$ cat config.mk
export PLATFORM = sky130hd
export DESIGN_NAME = mult_sequencer
export DESIGN_NICKNAME = d
export VERILOG_FILES = /design/src/rtl/mult_sequencer.sv
export SDC_FILE = /design/constraint.sdc
export NUM_CORES = 1
export LEC_CHECK = 0
export ABC_CLOCK_PERIOD_IN_PS = 2570
export CAP_MARGIN = 20
export CORE_MARGIN = 8
export CORE_UTILIZATION = 49
export DETAILED_ROUTE_END_ITERATION = 6
export PLACE_DENSITY = 0.89
export SYNTH_ARGS = -nofsm -noshare
export SYNTH_HDL_FRONTEND = slang
export SYNTH_SLANG_ARGS = --single-unit
$ cat constraint.sdc
create_clock -name clk -period 2.57 [get_ports clk]
set_input_delay 0.514 -clock clk [delete_from_list [all_inputs] [get_ports clk]]
set_output_delay 0.514 -clock clk [all_outputs]
set_load 0.05 [all_outputs]
$ cat src/rtl/mult_sequencer.sv
// Command sequencer for an external add-shift 8x8 signed multiplier. It loads B, runs
// Execute with A, waits for the run to finish, then captures {Aval,Bval} and X.
module mult_sequencer #(
    parameter int unsigned HOLD_CYCLES = 2,
    parameter int unsigned RUN_CYCLES  = 24
) (
    input  logic        clk,
    input  logic        rst_n,
    input  logic        start_i,
    input  logic [7:0]  op_a_i,
    input  logic [7:0]  op_b_i,
    output logic [7:0]  din_o,
    output logic        clear_a_load_b_n_o,
    output logic        execute_n_o,
    input  logic [7:0]  aval_i,
    input  logic [7:0]  bval_i,
    input  logic        x_i,
    output logic [15:0] result_o,
    output logic        result_x_o,
    output logic        busy_o,
    output logic        done_o
);

    localparam int unsigned MAX_CYC = (HOLD_CYCLES > RUN_CYCLES) ? HOLD_CYCLES : RUN_CYCLES;
    localparam int unsigned CNT_W   = $clog2(MAX_CYC + 1);
    localparam logic [CNT_W-1:0] HOLD_LOAD = CNT_W'(HOLD_CYCLES - 1);
    localparam logic [CNT_W-1:0] RUN_LOAD  = CNT_W'(RUN_CYCLES - 1);
    localparam logic [CNT_W-1:0] CNT_ONE   = CNT_W'(1);

    typedef enum logic [2:0] {
        S_IDLE,
        S_LOADB,
        S_GAP1,
        S_EXEC,
        S_RUN,
        S_CAPTURE,
        S_DONE
    } state_t;

    state_t           state_q;
    logic [CNT_W-1:0] cnt_q;
    logic             start_q;
    logic [7:0]       op_a_q;
    logic [7:0]       op_b_q;
    logic [7:0]       din_q;
    logic             clr_n_q;
    logic             exe_n_q;
    logic [15:0]      result_q;
    logic             result_x_q;
    logic             busy_q;
    logic             done_q;

    logic start_edge_d;
    logic cnt_zero_d;

    assign start_edge_d = start_i & ~start_q;
    assign cnt_zero_d   = (cnt_q == '0);

    // Every output is set one cycle ahead, on the edge that enters the state it belongs
    // to, so the command strobes come straight from flops and line up with the state.
    always_ff @(posedge clk or negedge rst_n) begin
        if (!rst_n) begin
            state_q    <= S_IDLE;
            cnt_q      <= '0;
            start_q    <= 1'b1;
            op_a_q     <= '0;
            op_b_q     <= '0;
            din_q      <= '0;
            clr_n_q    <= 1'b1;
            exe_n_q    <= 1'b1;
            result_q   <= '0;
            result_x_q <= 1'b0;
            busy_q     <= 1'b0;
            done_q     <= 1'b0;
        end else begin
            start_q <= start_i;
            done_q  <= 1'b0;
            case (state_q)
                S_IDLE: begin
                    if (start_edge_d) begin
                        op_a_q  <= op_a_i;
                        op_b_q  <= op_b_i;
                        din_q   <= op_b_i;
                        clr_n_q <= 1'b0;
                        busy_q  <= 1'b1;
                        cnt_q   <= HOLD_LOAD;
                        state_q <= S_LOADB;
                    end
                end
                S_LOADB: begin
                    if (cnt_zero_d) begin
                        clr_n_q <= 1'b1;
                        din_q   <= op_a_q;
                        state_q <= S_GAP1;
                    end else begin
                        cnt_q <= cnt_q - CNT_ONE;
                    end
                end
                S_GAP1: begin
                    exe_n_q <= 1'b0;
                    cnt_q   <= HOLD_LOAD;
                    state_q <= S_EXEC;
                end
                S_EXEC: begin
                    if (cnt_zero_d) begin
                        exe_n_q <= 1'b1;
                        cnt_q   <= RUN_LOAD;
                        state_q <= S_RUN;
                    end else begin
                        cnt_q <= cnt_q - CNT_ONE;
                    end
                end
                S_RUN: begin
                    if (cnt_zero_d) begin
                        state_q <= S_CAPTURE;
                    end else begin
                        cnt_q <= cnt_q - CNT_ONE;
                    end
                end
                S_CAPTURE: begin
                    result_q   <= {aval_i, bval_i};
                    result_x_q <= x_i;
                    done_q     <= 1'b1;
                    state_q    <= S_DONE;
                end
                S_DONE: begin
                    busy_q  <= 1'b0;
                    state_q <= S_IDLE;
                end
                default: begin
                    clr_n_q <= 1'b1;
                    exe_n_q <= 1'b1;
                    busy_q  <= 1'b0;
                    state_q <= S_IDLE;
                end
            endcase
        end
    end

    assign din_o              = din_q;
    assign clear_a_load_b_n_o = clr_n_q;
    assign execute_n_o        = exe_n_q;
    assign result_o           = result_q;
    assign result_x_o         = result_x_q;
    assign busy_o             = busy_q;
    assign done_o             = done_q;

endmodule

==> results of run 1 <==
-- worst paths after layout --
path                                     from            endpoint  slack (ns)  depth (start not counted)
hold reg to reg                        busy_o              busy_o        0.50                          2
setup / recovery           clear_a_load_b_n_o  clear_a_load_b_n_o        0.40                          1
min in group clk                       busy_o              busy_o        0.50                          2
setup reg to reg                     cnt_q[0]            din_o[5]        0.60                          6
hold / removal                          rst_n          result_x_o        0.13                          1
max in group asynchronous               rst_n  clear_a_load_b_n_o        1.70                          2
-- power by group --
group	internal (mW)	total [mW]	switching, mW	leakage [nW]
clock	0.216	0.456	0.240	0.0472
sequential	1.09	1.37	0.287	0.537
combinational	0.882	2.23	1.34	0.588
-- stage by stage --
step | instance area, um^2 | worst slack (ns) | hold slack [ns] | util (%) | instances
detailed placement | 2670 | 0.341 | 0.459 | 66.8 | 270
global placement | 2670 | 0.403 | 0.456 | 66.8 | 270
finish | 2770 | 0.405 | 0.132 | 69.2 | 278
global route | 2770 | 0.362 | 0.152 | 69.2 | 278
floorplan | 2040 | 0.869 | 0.218 | - | 165
CTS | 2770 | 0.378 | 0.133 | 69.2 | 278
-- per-layer routing --
metal / global-route usage (%) / vias to the layer above / wire (um)
met5: 0 / - / 0
met4: 6.00 / 0 / 68
met3: 7.81 / 5 / 521
met2: 24.2 / 67 / 2330
met1: 17.1 / 730 / 1840
li1: - / 706 / -
-- registers in the layout, indices dropped and copies added, names as in the netlist --
signal,count
op_a_q,8
state_q,3
cnt_q,5
start_q,1
result_o,16
din_o,8
busy_o,1
result_x_o,1
clear_a_load_b_n_o,1
done_o,1
execute_n_o,1
-- Yosys cell counts, types with 3 or more instances --
cell      count  share of area [%]
dfrtp_1      43                 53
nand2_1       8                1.5
dfstp_2       3                3.9
a21oi_2       9                3.9
nor2_1        4               0.73
nand2b_1      3               0.92
a21oi_1       5                1.2
mux2_2       25                 14
a22o_1        3                1.3
inv_1        13                2.4
o21ai_0       5                1.2
buf_6         4                2.2
buf_2         3               0.73
o22ai_1      11                3.4
-- placed cells by master (no fill, tap or decap), drive strengths merged, types with 3 or more instances in the layout --
| cell type | count |
|---|---|
| mux2 | 25 |
| clkbuf | 6 |
| a21oi | 14 |
| nor2 | 4 |
| inv | 13 |
| nand3 | 4 |
| dfstp | 3 |
| nand2b | 3 |
| clkdlybuf4s50 | 63 |
| a22o | 3 |
| nand2 | 8 |
| o22ai | 11 |
| dfrtp | 43 |
| o21ai | 5 |
-- kinds of logic (layout without fill, tap and decap cells) --
| logic type | after synthesis | count (layout) |
|---|---|---|
| AO/OA/AOI/OAI | 38 | 38 |
| XOR/XNOR | 1 | 1 |
| adder cells (fa/ha/maj) | 1 | 1 |
| buffers and inverters | 23 | 86 |
| flip-flops | 46 | 46 |
| multiplexers | 25 | 25 |
| AND/OR/NAND/NOR | 31 | 31 |
-- cell type report --
cell class | instances | area [um^2] | share of cell area (%)
timing repair buffer | 65 | 643 | 23.2
multi-input combinational | 96 | 764 | 27.6
clock inverter | 2 | 12.5 | 0.452
tap | 50 | 62.6 | 2.26
clock buffer | 6 | 82.6 | 2.98
inverter | 13 | 48.8 | 1.76
sequential | 46 | 1150 | 41.7
==> run summary, run 1 <==
Grt ovf -> 0
Unrepaired setup endpoints after global routing -> no
Rows -> 23
Tot Pwr -> 4.05 mW
Cell leakage power -> 1.17 nW
Synth Area in XOR/XNOR -> 0.429%
P&R area growth vs syn -> 35.5%
Critical path's top delay family -> buffers and inverters
First-pass GRT wire length -> 7760 um
Fin nets -> 264
PwrDens -> 1460 nW/um^2
Clk sinks -> 46
Antenna violations before repair -> 0
Hold Vio Cnt, Final -> 0
Post-synth net total -> 202
Post-synth EDFFs -> 0
Max Cap Viol -> 0
Setup crit start kind -> flip-flop
CP Class -> flip-flop to output pin
Synth Area in Compound Gates -> 13.0%
Global-route usage over all layers -> 15.3%
Crit-path cells -> clkdlybuf4s50_1
Ys async rst share -> 100%
DRT Pass-1 Iters -> 4
Ys Warns -> 0
Post-synth top flop -> dfrtp_1
Maximum fanout along the worst path -> 2
Buffers on Ports -> 64
Share of cells above drive strength 1 -> 23.2%
Core Area -> 4000 um^2
Post-CTS Setup Inserts -> 0
H-Tree Depth -> 2
Diode count -> 0
CP Capture Type -> output pin
CTS clk-pin slew, worst paths -> 0.08 ns
Pins Over Slew Limit -> 0
Slowest cell on crit path -> clkdlybuf4s50_1
CTS Buffer Depth -> 2
Setup TNS Final -> 0 ns
CP Data Required Time -> 2.06 ns
Sequential area share after synthesis -> 56.5%
Post-synth cell types -> 33
Post-synthesis mux area share -> 13.8%
Total CTS buffers -> 5
Vias in the first global route -> 1,632
Final-report setup violation count -> 0
PostCTS Resize Cnt -> 0
Routed wire length per instance -> 17.1 um
Clock Latency Late Sink -> 0.30 ns
Fillers -> 332
Mapped Cells -> 165
DIE WIDTH -> 80.6 um
Iter 0 DRT Violations -> 73
CTS tree -> built
Slew @ Worst Pin -> 0.523 ns
Initial cell density of the core -> 51.1%
Top-Level Pins -> 65
Worst hold path class -> input port to asynchronous set/reset pin
Outcome -> complete, no violations
Root Driver -> clkbuf_8
Max Freq -> 462 MHz
Main combinational cell family by area after synthesis -> multiplexers
Avg Inst Size Synth -> 12.4 um^2
Simple logic cell fraction of the synthesized area -> 9.61%
Crit path buf inv count -> 1
Dpl hpwl -> 3460 um
#FFs+latches synth -> 46
Tcrit/Tclk final -> 84.2%
CP Data Arrival Time -> 1.65 ns
Final Routed Wirelength -> 4760 um
Post-Synth Adder-Cell Area -> 0.612%
Vias per cell -> 5.42
Largest net degree at the start of global routing -> 30
Placer congestion estimate -> 0.883
Maximum vdd drop -> 976 uV
Die Area -> 6490 um^2
Clock Skews -> 0.00587 ns
Slew headroom -> 65.1%
Final ANT Viol Nets -> 0
Routed vias -> 1,508
Slowest Stage Delay on Critical Path -> 0.81 ns
Crit path time final -> 2.17 ns
DRC viols -> 0
CTS Hold Buffers Added -> 0
Die Height -> 80.6 um
Synth Cell Area -> 2040 um^2
Power figures use the tool's default switching activity.
==> inputs of run 2 (changes only) <==
ABC_CLOCK_PERIOD_IN_PS = 2000   (was 2570)
CORE_UTILIZATION = 46   (was 49)
PLACE_DENSITY = 0.85   (was 0.89)
clock period = 2 ns   (was 2.57 ns; I/O delays follow)
==> run 2 against run 1 <==
Effect of this change:
- clock power grew 84%
- critical path depth unchanged
- count of clock-buffer cells in the layout is the same
- die area increased by 5.2%
- setup slack got worse by 0.30 ns
- sequential cell count unchanged
- total power up 36%
- first-iteration DRC count increased by 5.5%
- clock skew up 0.0045 ns
- global-route usage is 0.092 points lower
- core utilization decreased by 3.2 points
- cell count is 2.9% higher
==> run summary, run 2 (same netlist as run 1, synthesis figures left out) <==
Clk sinks -> 46 (unchanged)
P&R area growth vs syn -> 39.8%
Core Area -> 4320 um^2 (+8.1%)
Top-Level Pins -> 65 (unchanged)
Comb power frac -> 53.5% (-1.4 points)
Final hold slack -> 0.0180 ns (-0.114 ns)
H-Tree Depth -> 2 (unchanged)
Rows -> 24 (+4.3%)
Seq pwr share -> 31.3% (-2.5 points)
Die Height -> 82.6 um (+2.6%)
P_int -> 3.10 mW (+42%)
CP Capture Type -> output pin
Cell leakage power -> 1.23 nW (+4.9%)
Design area -> 2860 um^2 (+3.2%)
CTS Buffer Depth -> 2 (unchanged)
Root Driver -> clkbuf_8
Sw Ratio -> 43.7% (-2.4 points)
Max reg flops -> 16 (unchanged)
Slew headroom -> 64.9% (-0.12 points)
CTS clk-pin slew, worst paths -> 0.09 ns (about the same)
DRT Pass-1 Iters -> 4 (unchanged)
Slowest cell on crit path -> clkdlybuf4s50_1
Crit path buf inv count -> 1 (unchanged)
Crit path time final -> 1.89 ns
Global-route usage over all layers -> 15.2% (-0.092 points)
Clock power share -> 15.2% (+3.9 points)
Critical Path Source -> din_o[5]
Grt ovf -> 0 (unchanged)
Placer congestion estimate -> 0.844 (-4.4%)
Final ANT Viol Nets -> 0 (unchanged)
Commonest non-fill, non-tap cells in the layout -> 60 x clkdlybuf4s50_1, 43 x dfrtp_1, 25 x mux2_2
Worst hold path class -> input port to asynchronous set/reset pin
Maximum fanout along the worst path -> 2 (unchanged)
Layout Utilization -> 66.1% (-3.2 points)
Max Cap Viol -> 0 (unchanged)
Iter 0 DRT Violations -> 77 (+5.5%)
Largest net degree at the start of global routing -> 20 (-33%)
Critical R2R Capture -> cnt_q[3]
Pins Over Slew Limit -> 0 (unchanged)
Reg2Reg Setup Slack -> 0.26 ns (-0.34 ns)
P_sw -> 2.41 mW (+29%)
Total CTS buffers -> 5 (unchanged)
Fin nets -> 270 (+2.3%)
CP Data Required Time -> 1.60 ns (-0.46 ns)
Unrepaired setup endpoints after global routing -> no
Critical path's top delay family -> buffers and inverters
Dpl hpwl -> 3520 um (+1.7%)
CP Class -> flip-flop to output pin
Antenna violations before repair -> 0 (unchanged)
Routed wire length per instance -> 16.6 um (-3.0%)
Routed vias -> 1,508 (unchanged)
Critical path depth -> 1 (unchanged)
Setup crit start kind -> flip-flop
CTS Hold Buffers Added -> 0 (unchanged)
Post-DP Area -> 2710 um^2 (+1.5%)
Max Freq -> 528 MHz
Clock Latency Late Sink -> 0.30 ns (about the same)
Hold Vio Cnt, Final -> 0 (unchanged)
Die Area -> 6830 um^2 (+5.2%)
CTS tree -> built
Crit-path cells -> clkdlybuf4s50_1
Initial cell density of the core -> 47.3% (-3.8 points)
DIE WIDTH -> 82.6 um (+2.6%)
Vias in the first global route -> 1,659 (+1.7%)
Buffers on Ports -> 64 (unchanged)
End point of the critical path -> din_o[5]
Reg2Reg Depth -> 4 (-2)
CP Data Arrival Time -> 1.49 ns (-0.16 ns)
Post-CTS Setup Inserts -> 0 (unchanged)
DRC viols -> 0 (unchanged)
First-pass GRT wire length -> 7970 um (+2.8%)
Most common cell after layout, fill and taps aside -> clkdlybuf4s50_1
PostCTS Resize Cnt -> 0 (unchanged)
Final-report setup violation count -> 0 (unchanged)
Slew @ Worst Pin -> 0.524 ns (+0.00173 ns)
Outcome -> complete, no violations
Vias per cell -> 5.27 (-2.8%)
Clock Skews -> 0.0104 ns (+0.00454 ns)
Share of cells above drive strength 1 -> 26.5% (+3.3 points)
Tcrit/Tclk final -> 94.7%
Final Routed Wirelength -> 4750 um (-0.25%)
PwrDens -> 1930 nW/um^2 (+32%)
Diode count -> 0 (unchanged)
Worst R2R Start -> state_q[2]
Maximum vdd drop -> 1220 uV (+25%)
Slowest Stage Delay on Critical Path -> 0.82 ns (about the same)
-- run 2: cell type report --
| type | count | area [um^2] |
|---|---|---|
| multi-input cells | 96 | 764 |
| flip-flops and latches | 46 | 1150 |
| clock inverters | 2 | 60.1 |
| clock buffers | 6 | 82.6 |
| well taps | 52 | 65.1 |
| repair buffers | 71 | 681 |
| inverters | 13 | 48.8 |
| fillers | 340 | 1470 |
-- run 2: how the worst min path moves through the flow --
stage,to,cells after the start,startpoint,slack [ns]
finish,result_x_o,1,rst_n,0.02
global route,result_o[2],1,rst_n,0.04
CTS,result_x_o,1,rst_n,0.02
detailed placement,result_x_o,1,rst_n,0.35
global placement,result_x_o,1,rst_n,0.34
floorplan,busy_o,0,rst_n,0.10
-- run 2: stage by stage --
| stage | total power [mW] | worst slack (ns) | std cells | TNS, ns |
|---|---|---|---|---|
| after floorplan | 3.79 | 0.299 | 165 | 0 |
| after global placement | 4.61 | 0.0252 | 278 | 0 |
| after detailed placement | 4.69 | -0.0308 | 278 | -0.172 |
| after CTS | 5.55 | 0.0940 | 286 | 0 |
| after global routing | 5.85 | 0.0375 | 286 | 0 |
| final | 5.50 | 0.105 | 286 | 0 |
-- run 2: metal layers --
metal / track usage (%) / wire (um)
met2: 23.2 / 2170
met4: 7.41 / 106
met5: 0 / 0
met1: 17.7 / 1940
met3: 7.14 / 529
-- run 2: power by group through the flow --
stage,clock network [mW],registers [mW],logic [mW]
finish,0.837,1.72,2.95
detailed placement,0,1.73,2.96
global route,0.899,1.80,3.15
global placement,0,1.70,2.91
CTS,0.856,1.72,2.98
floorplan,0,2.63,1.16
